### src/rtl/barrel_mem_pkg.sv
// rtl/barrel_mem_pkg.sv - shared ids and constants for the barrel core memory path
// Contents:
//   port_t              requester id (PORT_A = barrel core, PORT_B = debug/loader)
//   BWE_READ, BWE_WORD  byte-write-enable encodings for a read and a full-word write
//   ADDR_WIDTH_DEFAULT  default byte-address width, matching ram32
package barrel_mem_pkg;

    typedef enum logic {
        PORT_A = 1'b0,
        PORT_B = 1'b1
    } port_t;

    localparam logic [3:0] BWE_READ = 4'b0000;
    localparam logic [3:0] BWE_WORD = 4'b1111;

    localparam int ADDR_WIDTH_DEFAULT = 12;

endpackage

### src/rtl/rr_arbiter2.sv
// rtl/rr_arbiter2.sv - two-way combinational arbiter, round-robin or fixed priority
// Ports:
//   req         in   request vector, bit 0 = port A, bit 1 = port B
//   last_grant  in   port granted on the most recent transfer (register held by the caller)
//   grant       out  one-hot grant, same bit order as req; zero when nothing is requested
module rr_arbiter2
    import barrel_mem_pkg::*;
#(
    parameter bit FIXED_PRIO = 1'b0
) (
    input  logic [1:0] req,
    input  port_t      last_grant,
    output logic [1:0] grant
);

    always_comb begin
        grant = 2'b00;
        case (req)
            2'b01:   grant = 2'b01;
            2'b10:   grant = 2'b10;
            2'b11: begin
                // On a conflict the port that did not win last time goes next,
                // unless port A is configured to always win.
                if (FIXED_PRIO || (last_grant == PORT_B)) begin
                    grant = 2'b01;
                end else begin
                    grant = 2'b10;
                end
            end
            default: grant = 2'b00;
        endcase
    end

endmodule

### src/rtl/ram32_arbiter.sv
// rtl/ram32_arbiter.sv - shares one ram32 between the barrel core (A) and debug port (B)
// Ports:
//   clk, resetn                       clock, asynchronous active-low reset
//   a_valid/a_ready                   port A request handshake (ready is combinational)
//   a_addr/a_wdata/a_bwe              port A word address, write data, byte enables (0 = read)
//   a_rvalid/a_rdata                  port A read response, one cycle after the read transfer
//   b_*                               same set for port B
//   ram_addr/ram_din/ram_bwe/ram_ren  request to ram32
//   ram_dout                          ram32 read data, valid one cycle after ram_ren
module ram32_arbiter
    import barrel_mem_pkg::*;
#(
    parameter int ADDR_WIDTH = ADDR_WIDTH_DEFAULT,
    parameter bit FIXED_PRIO = 1'b0
) (
    input  logic                  clk,
    input  logic                  resetn,
    input  logic                  a_valid,
    output logic                  a_ready,
    input  logic [ADDR_WIDTH-3:0] a_addr,
    input  logic [31:0]           a_wdata,
    input  logic [3:0]            a_bwe,
    output logic                  a_rvalid,
    output logic [31:0]           a_rdata,
    input  logic                  b_valid,
    output logic                  b_ready,
    input  logic [ADDR_WIDTH-3:0] b_addr,
    input  logic [31:0]           b_wdata,
    input  logic [3:0]            b_bwe,
    output logic                  b_rvalid,
    output logic [31:0]           b_rdata,
    output logic [ADDR_WIDTH-3:0] ram_addr,
    output logic [31:0]           ram_din,
    output logic [3:0]            ram_bwe,
    output logic                  ram_ren,
    input  logic [31:0]           ram_dout
);

    port_t       last_grant;
    port_t       rd_owner;
    logic        rd_pend;
    logic [1:0]  grant_raw;
    logic [1:0]  grant;
    port_t       winner;
    logic        xfer;
    logic        rd_xfer;

    rr_arbiter2 #(
        .FIXED_PRIO (FIXED_PRIO)
    ) u_arb (
        .req        ({b_valid, a_valid}),
        .last_grant (last_grant),
        .grant      (grant_raw)
    );

    // Ready is withheld for the whole time resetn is low, including the
    // asynchronous part of the cycle before the next clock edge.
    assign grant   = grant_raw & {2{resetn}};
    assign a_ready = grant[0];
    assign b_ready = grant[1];
    assign xfer    = |grant;

    always_comb begin
        winner   = PORT_A;
        ram_addr = a_addr;
        ram_din  = a_wdata;
        ram_bwe  = BWE_READ;
        ram_ren  = 1'b0;
        rd_xfer  = 1'b0;
        if (grant[1]) begin
            winner   = PORT_B;
            ram_addr = b_addr;
            ram_din  = b_wdata;
            ram_bwe  = b_bwe;
            ram_ren  = (b_bwe == BWE_READ);
            rd_xfer  = (b_bwe == BWE_READ);
        end else if (grant[0]) begin
            winner   = PORT_A;
            ram_addr = a_addr;
            ram_din  = a_wdata;
            ram_bwe  = a_bwe;
            ram_ren  = (a_bwe == BWE_READ);
            rd_xfer  = (a_bwe == BWE_READ);
        end
    end

    // rd_pend/rd_owner track the read issued last cycle so its data, which
    // ram32 presents one cycle later, is flagged to the right requester.
    always_ff @(posedge clk or negedge resetn) begin
        if (!resetn) begin
            last_grant <= PORT_B;
            rd_pend    <= 1'b0;
            rd_owner   <= PORT_A;
        end else begin
            if (xfer) begin
                last_grant <= winner;
            end
            rd_pend <= rd_xfer;
            if (rd_xfer) begin
                rd_owner <= winner;
            end
        end
    end

    assign a_rvalid = rd_pend && (rd_owner == PORT_A);
    assign b_rvalid = rd_pend && (rd_owner == PORT_B);
    assign a_rdata  = ram_dout;
    assign b_rdata  = ram_dout;

endmodule

### config.mk
export PLATFORM = sky130hd
export DESIGN_NAME = ram32_arbiter
export DESIGN_NICKNAME = d
export VERILOG_FILES = /design/src/rtl/barrel_mem_pkg.sv /design/src/rtl/rr_arbiter2.sv /design/src/rtl/ram32_arbiter.sv
export SDC_FILE = /design/constraint.sdc
export NUM_CORES = 1
export LEC_CHECK = 0
export ABC_AREA = 1
export CAP_MARGIN = 5
export CORE_AREA = 2 2 95 97
export CTS_CLUSTER_DIAMETER = 150
export DETAILED_ROUTE_END_ITERATION = 10
export DIE_AREA = 0 0 97 99
export GPL_TIMING_DRIVEN = 0
export PLACE_DENSITY = 0.73
export SETUP_SLACK_MARGIN = 0.02
export SLEW_MARGIN = 20
export SYNTH_ARGS = -nofsm -noshare
export SYNTH_HDL_FRONTEND = slang
export SYNTH_SLANG_ARGS = --single-unit
### constraint.sdc
create_clock -name clk -period 3.35 [get_ports clk]
set_input_delay 0.67 -clock clk [delete_from_list [all_inputs] [get_ports clk]]
set_output_delay 0.67 -clock clk [all_outputs]
set_load 0.01 [all_outputs]
==> impl_metrics.csv, run 1 <==
group,metric,value,unit
placement,dp_hpwl,6003,um
power,pwr-share-seq,7.5,%
global_route,grt_pass1_wl,9666,um
layout,fillers,892,
layout,multiInputGateArea,601.8,um2
global_route,grt_usage,12.20,%
setup_path,rr_worst_depth,5,
synthesis,synth_compound_area_share,1.820,%
timing,finalSetupViolCount,0,
clock_tree,clock-sinks,3,
routing,ant_nets,0,
routing,drc,0,
floorplanning,dieArea,9603,um2
placement,gp_congestion,0.8318,
setup_path,cp_data_required_time,2.68,ns
setup_path,r2r_end,"rd_owner$_DFFE_PN0P_",
global_route,antenna_found_initial,0,
job,maxCapViolations,0,
floorplanning,rows,34,
timing,rsz0062_at_grt,"false",
timing,period_share,93.75,%
floorplanning,start_util,14.47,%
layout,n_antenna_cell,0,
routing,via_count,2091,
clock_tree,cts_setup_buffers,0,
routing,drt_iter0_drc,33,
setup_path,cp_data_arrival_time,2.47,ns
power,pwr-share-comb,76.4,%
routing,wire_per_inst,11.66,um
synthesis,ys.warnings.count,0,
synthesis,syn_inst,239,
global_route,grt_max_degree,11,
setup_path,path_buf_inv,4,
clock_tree,cts_buffer_depth,2,
timing,max_slew_margin,80.46,%
synthesis,ys_seq_area_share,6.168,%
setup_path,crit_top_cell,"nand2_1",
synthesis,syn_area,1237,um2
timing,tightestPinTransition,0.2931,ns
layout,nets,582,
clock_tree,clk_pin_slew,0.03,ns
timing,fmax,318.4,MHz
layout,layout-drive-gt1-share,17.66,%
synthesis,muxShareOfSynthArea,0,%
synthesis,synthAdderAreaFrac,0,%
setup_path,endpoint_kind,"primary output",
power,p_sw,0.2052,mW
timing,drv_slew,0,
setup_path,max_stage_delay,0.55,ns
clock_tree,root_buffer,"clkbuf_8",
timing,skew,0.0001804,ns
floorplanning,dieWidth,97,um
global_route,first_global_vias,2070,
routing,drt-pass1-iter-count,4,
setup_path,crit_family,"buffers and inverters",
placement,numPortBuffers,210,
setup_path,cp_max_fo,10,
min_path,hold_class,"primary input to asynchronous set/reset pin",
timing,hold_viol,0,
power,intPower,0.4538,mW
setup_path,r2r_start,"last_grant$_DFFE_PN1P_",
layout,seqCellArea,76.32,um2
power,powerDensity,186.3,nW/um2
power,power.leakage,1.710,nW
setup_path,path_class,"primary input to primary output",
clock_tree,cts_buffers,3,
floorplanning,boundaryPins,243,
setup_path,cp-start-kind,"primary input",
power,clkPwrFrac,16.1,%
setup_path,rrSetupSlack,2.13,ns
synthesis,yosys.area_share.simple,46.21,%
layout,synthToLayoutAreaGrowth,185.8,%
status,status,"finished, final reports clean",
setup_path,crit_chain,"clkdlybuf4s50_1 -> nand2_1 -> a21oi_4 -> buf_6 -> buf_6 -> nand2_1 -> nand2_1 -> clkdlybuf4s50_1",
synthesis,synth_top_family_by_area,"simple AND/OR/NAND/NOR gates",
synthesis,syn_area_per_cell,5.178,um2
timing,fin_tns_setup,0,ns
clock_tree,clk_latency,0.22,ns
synthesis,synth.ff_latch_count,3,
routing,via_per_inst,3.727,
clock_tree,cts_tree,"yes",
routing,routed_wl,6540,um
timing,finalCriticalPeriod,3.141,ns
synthesis,synthXorXnorAreaFrac,0,%
global_route,grt-ovfl-total,0,
clock_tree,cts-htree-levels,1,
power,swShare,31.14,%
floorplanning,core,8551,um2
synthesis,yosysUniqueCellTypes,13,
setup_path,critPathSlowestCell,"clkdlybuf4s50_1",
clock_tree,cts_hold_buf,0,
floorplanning,die-height,99,um
power,ir_drop,164.9,uV
synthesis,synth_fp_nets,367,
power,fin_total_pwr,0.6590,mW
## timing repair
action | CTS | global route
setup endpoints to repair | 2 | 29
cloned | 0 | 0
resized for setup | 1 | 7
## cell families after synthesis
logic type / count (synthesis)
and+or+nand+nor: 152
DFF: 3
buffers and inverters: 81
AOI/OAI and AO/OA: 3
## sequential cells by signal, summed over array words and instances (netlist names)
| signal | cells |
|---|---|
| last_grant | 1 |
| rd_owner | 1 |
| rd_pend | 1 |
## cell usage in the layout, fill, tap and decap left out
cell type	count
clkdlybuf4s50_1	209
nand2_1	147
buf_4	64
inv_1	7
nor2_1	4
buf_2	3
buf_6	3
clkbuf_2	3
clkbuf_8	3
dfrtp_1	2
a21oi_2	1
a21oi_4	1
inv_2	1
nand3_1	1
o21ai_0	1
clkbuf_1	1
dlymetal6s2s_1	1
dfstp_2	1
## cell usage after synthesis (all sizes together)
master	count	share of area (%)
a21oi	2	1.4
buf	70	42
clkbuf	3	0.91
dfrtp	2	4.0
dfstp	1	2.1
inv	8	2.4
nand2	147	45
nand3	1	0.40
nor2	4	1.2
o21ai	1	0.40
## worst max-delay path by stage
| stage | start | to | slack (ns) | cells after the start |
|---|---|---|---|---|
| finish | b_valid | ram_din[7] | 0.21 | 8 |
| global placement | resetn | ram_addr[1] | 0.03 | 8 |
| CTS | resetn | ram_din[13] | 0.02 | 8 |
| floorplan | resetn | ram_din[10] | 1.36 | 6 |
| global route | b_valid | ram_din[9] | 0.10 | 8 |
| detailed placement | resetn | ram_addr[2] | 0.009 | 8 |
## per-stage QoR
stage	cell area (um2)	utilization, %	setup slack (ns)	std cells	hold WS, ns
after floorplan	1237	-	1.360	239	0.3744
after global placement	3475	40.64	0.03108	557	0.4829
after detailed placement	3475	40.64	0.008744	557	0.4881
after CTS	3521	41.18	0.02031	561	0.4964
after global routing	3537	41.37	0.1048	561	0.3028
final	3537	41.37	0.2093	561	0.2813
## cell type report
| cell class | count | share of cell area, % |
|---|---|---|
| plain buffers | 73 | 15.39 |
| clock buffers | 4 | 1.273 |
| repair buffers | 210 | 59.50 |
| well taps | 108 | 3.820 |
| flip-flops and latches | 3 | 2.158 |
| inverters | 8 | 0.8490 |
| multi-input cells | 155 | 17.01 |
## layer usage
metal	GRT usage (%)	vias up	part of all wire [%]
met5	0	-	0
met3	2.553	4	8.2
met1	12.84	891	36
met2	25.16	125	55
met4	1.625	0	0.43
li1	-	1071	-
## power groups by stage
| stage | Combinational, mW | Sequential [mW] | Clock, mW |
|---|---|---|---|
| 2_1_floorplan | 0.187 | 0.0476 | 0 |
| 3_3_place_gp | 0.501 | 0.0482 | 0 |
| 3_5_place_dp | 0.506 | 0.0487 | 0 |
| 4_1_cts | 0.508 | 0.0483 | 0.108 |
| 5_1_grt | 0.539 | 0.0499 | 0.109 |
| 6_report | 0.504 | 0.0492 | 0.106 |
Power figures use the tool's default switching activity.
==> run 2: changes to the inputs <==
--- a/config.mk
+++ b/config.mk
@@ -18,3 +18,4 @@
 export SYNTH_ARGS = -nofsm -noshare
 export SYNTH_HDL_FRONTEND = slang
 export SYNTH_SLANG_ARGS = --single-unit
+export TNS_END_PERCENT = 20
==> results of run 2 <==
Same layout as run 1: the final DEF is identical, and so are final timing and power.
==> run 3: changes to the inputs <==
--- a/config.mk
+++ b/config.mk
@@ -8,7 +8,8 @@
 export ABC_AREA = 1
 export CAP_MARGIN = 5
 export CORE_AREA = 2 2 95 97
-export CTS_CLUSTER_DIAMETER = 150
+export CTS_CLUSTER_DIAMETER = 120
+export CTS_CLUSTER_SIZE = 20
 export DETAILED_ROUTE_END_ITERATION = 10
 export DIE_AREA = 0 0 97 99
 export GPL_TIMING_DRIVEN = 0
==> results of run 3 <==
Same layout as run 1: the final DEF is identical, and so are final timing and power.
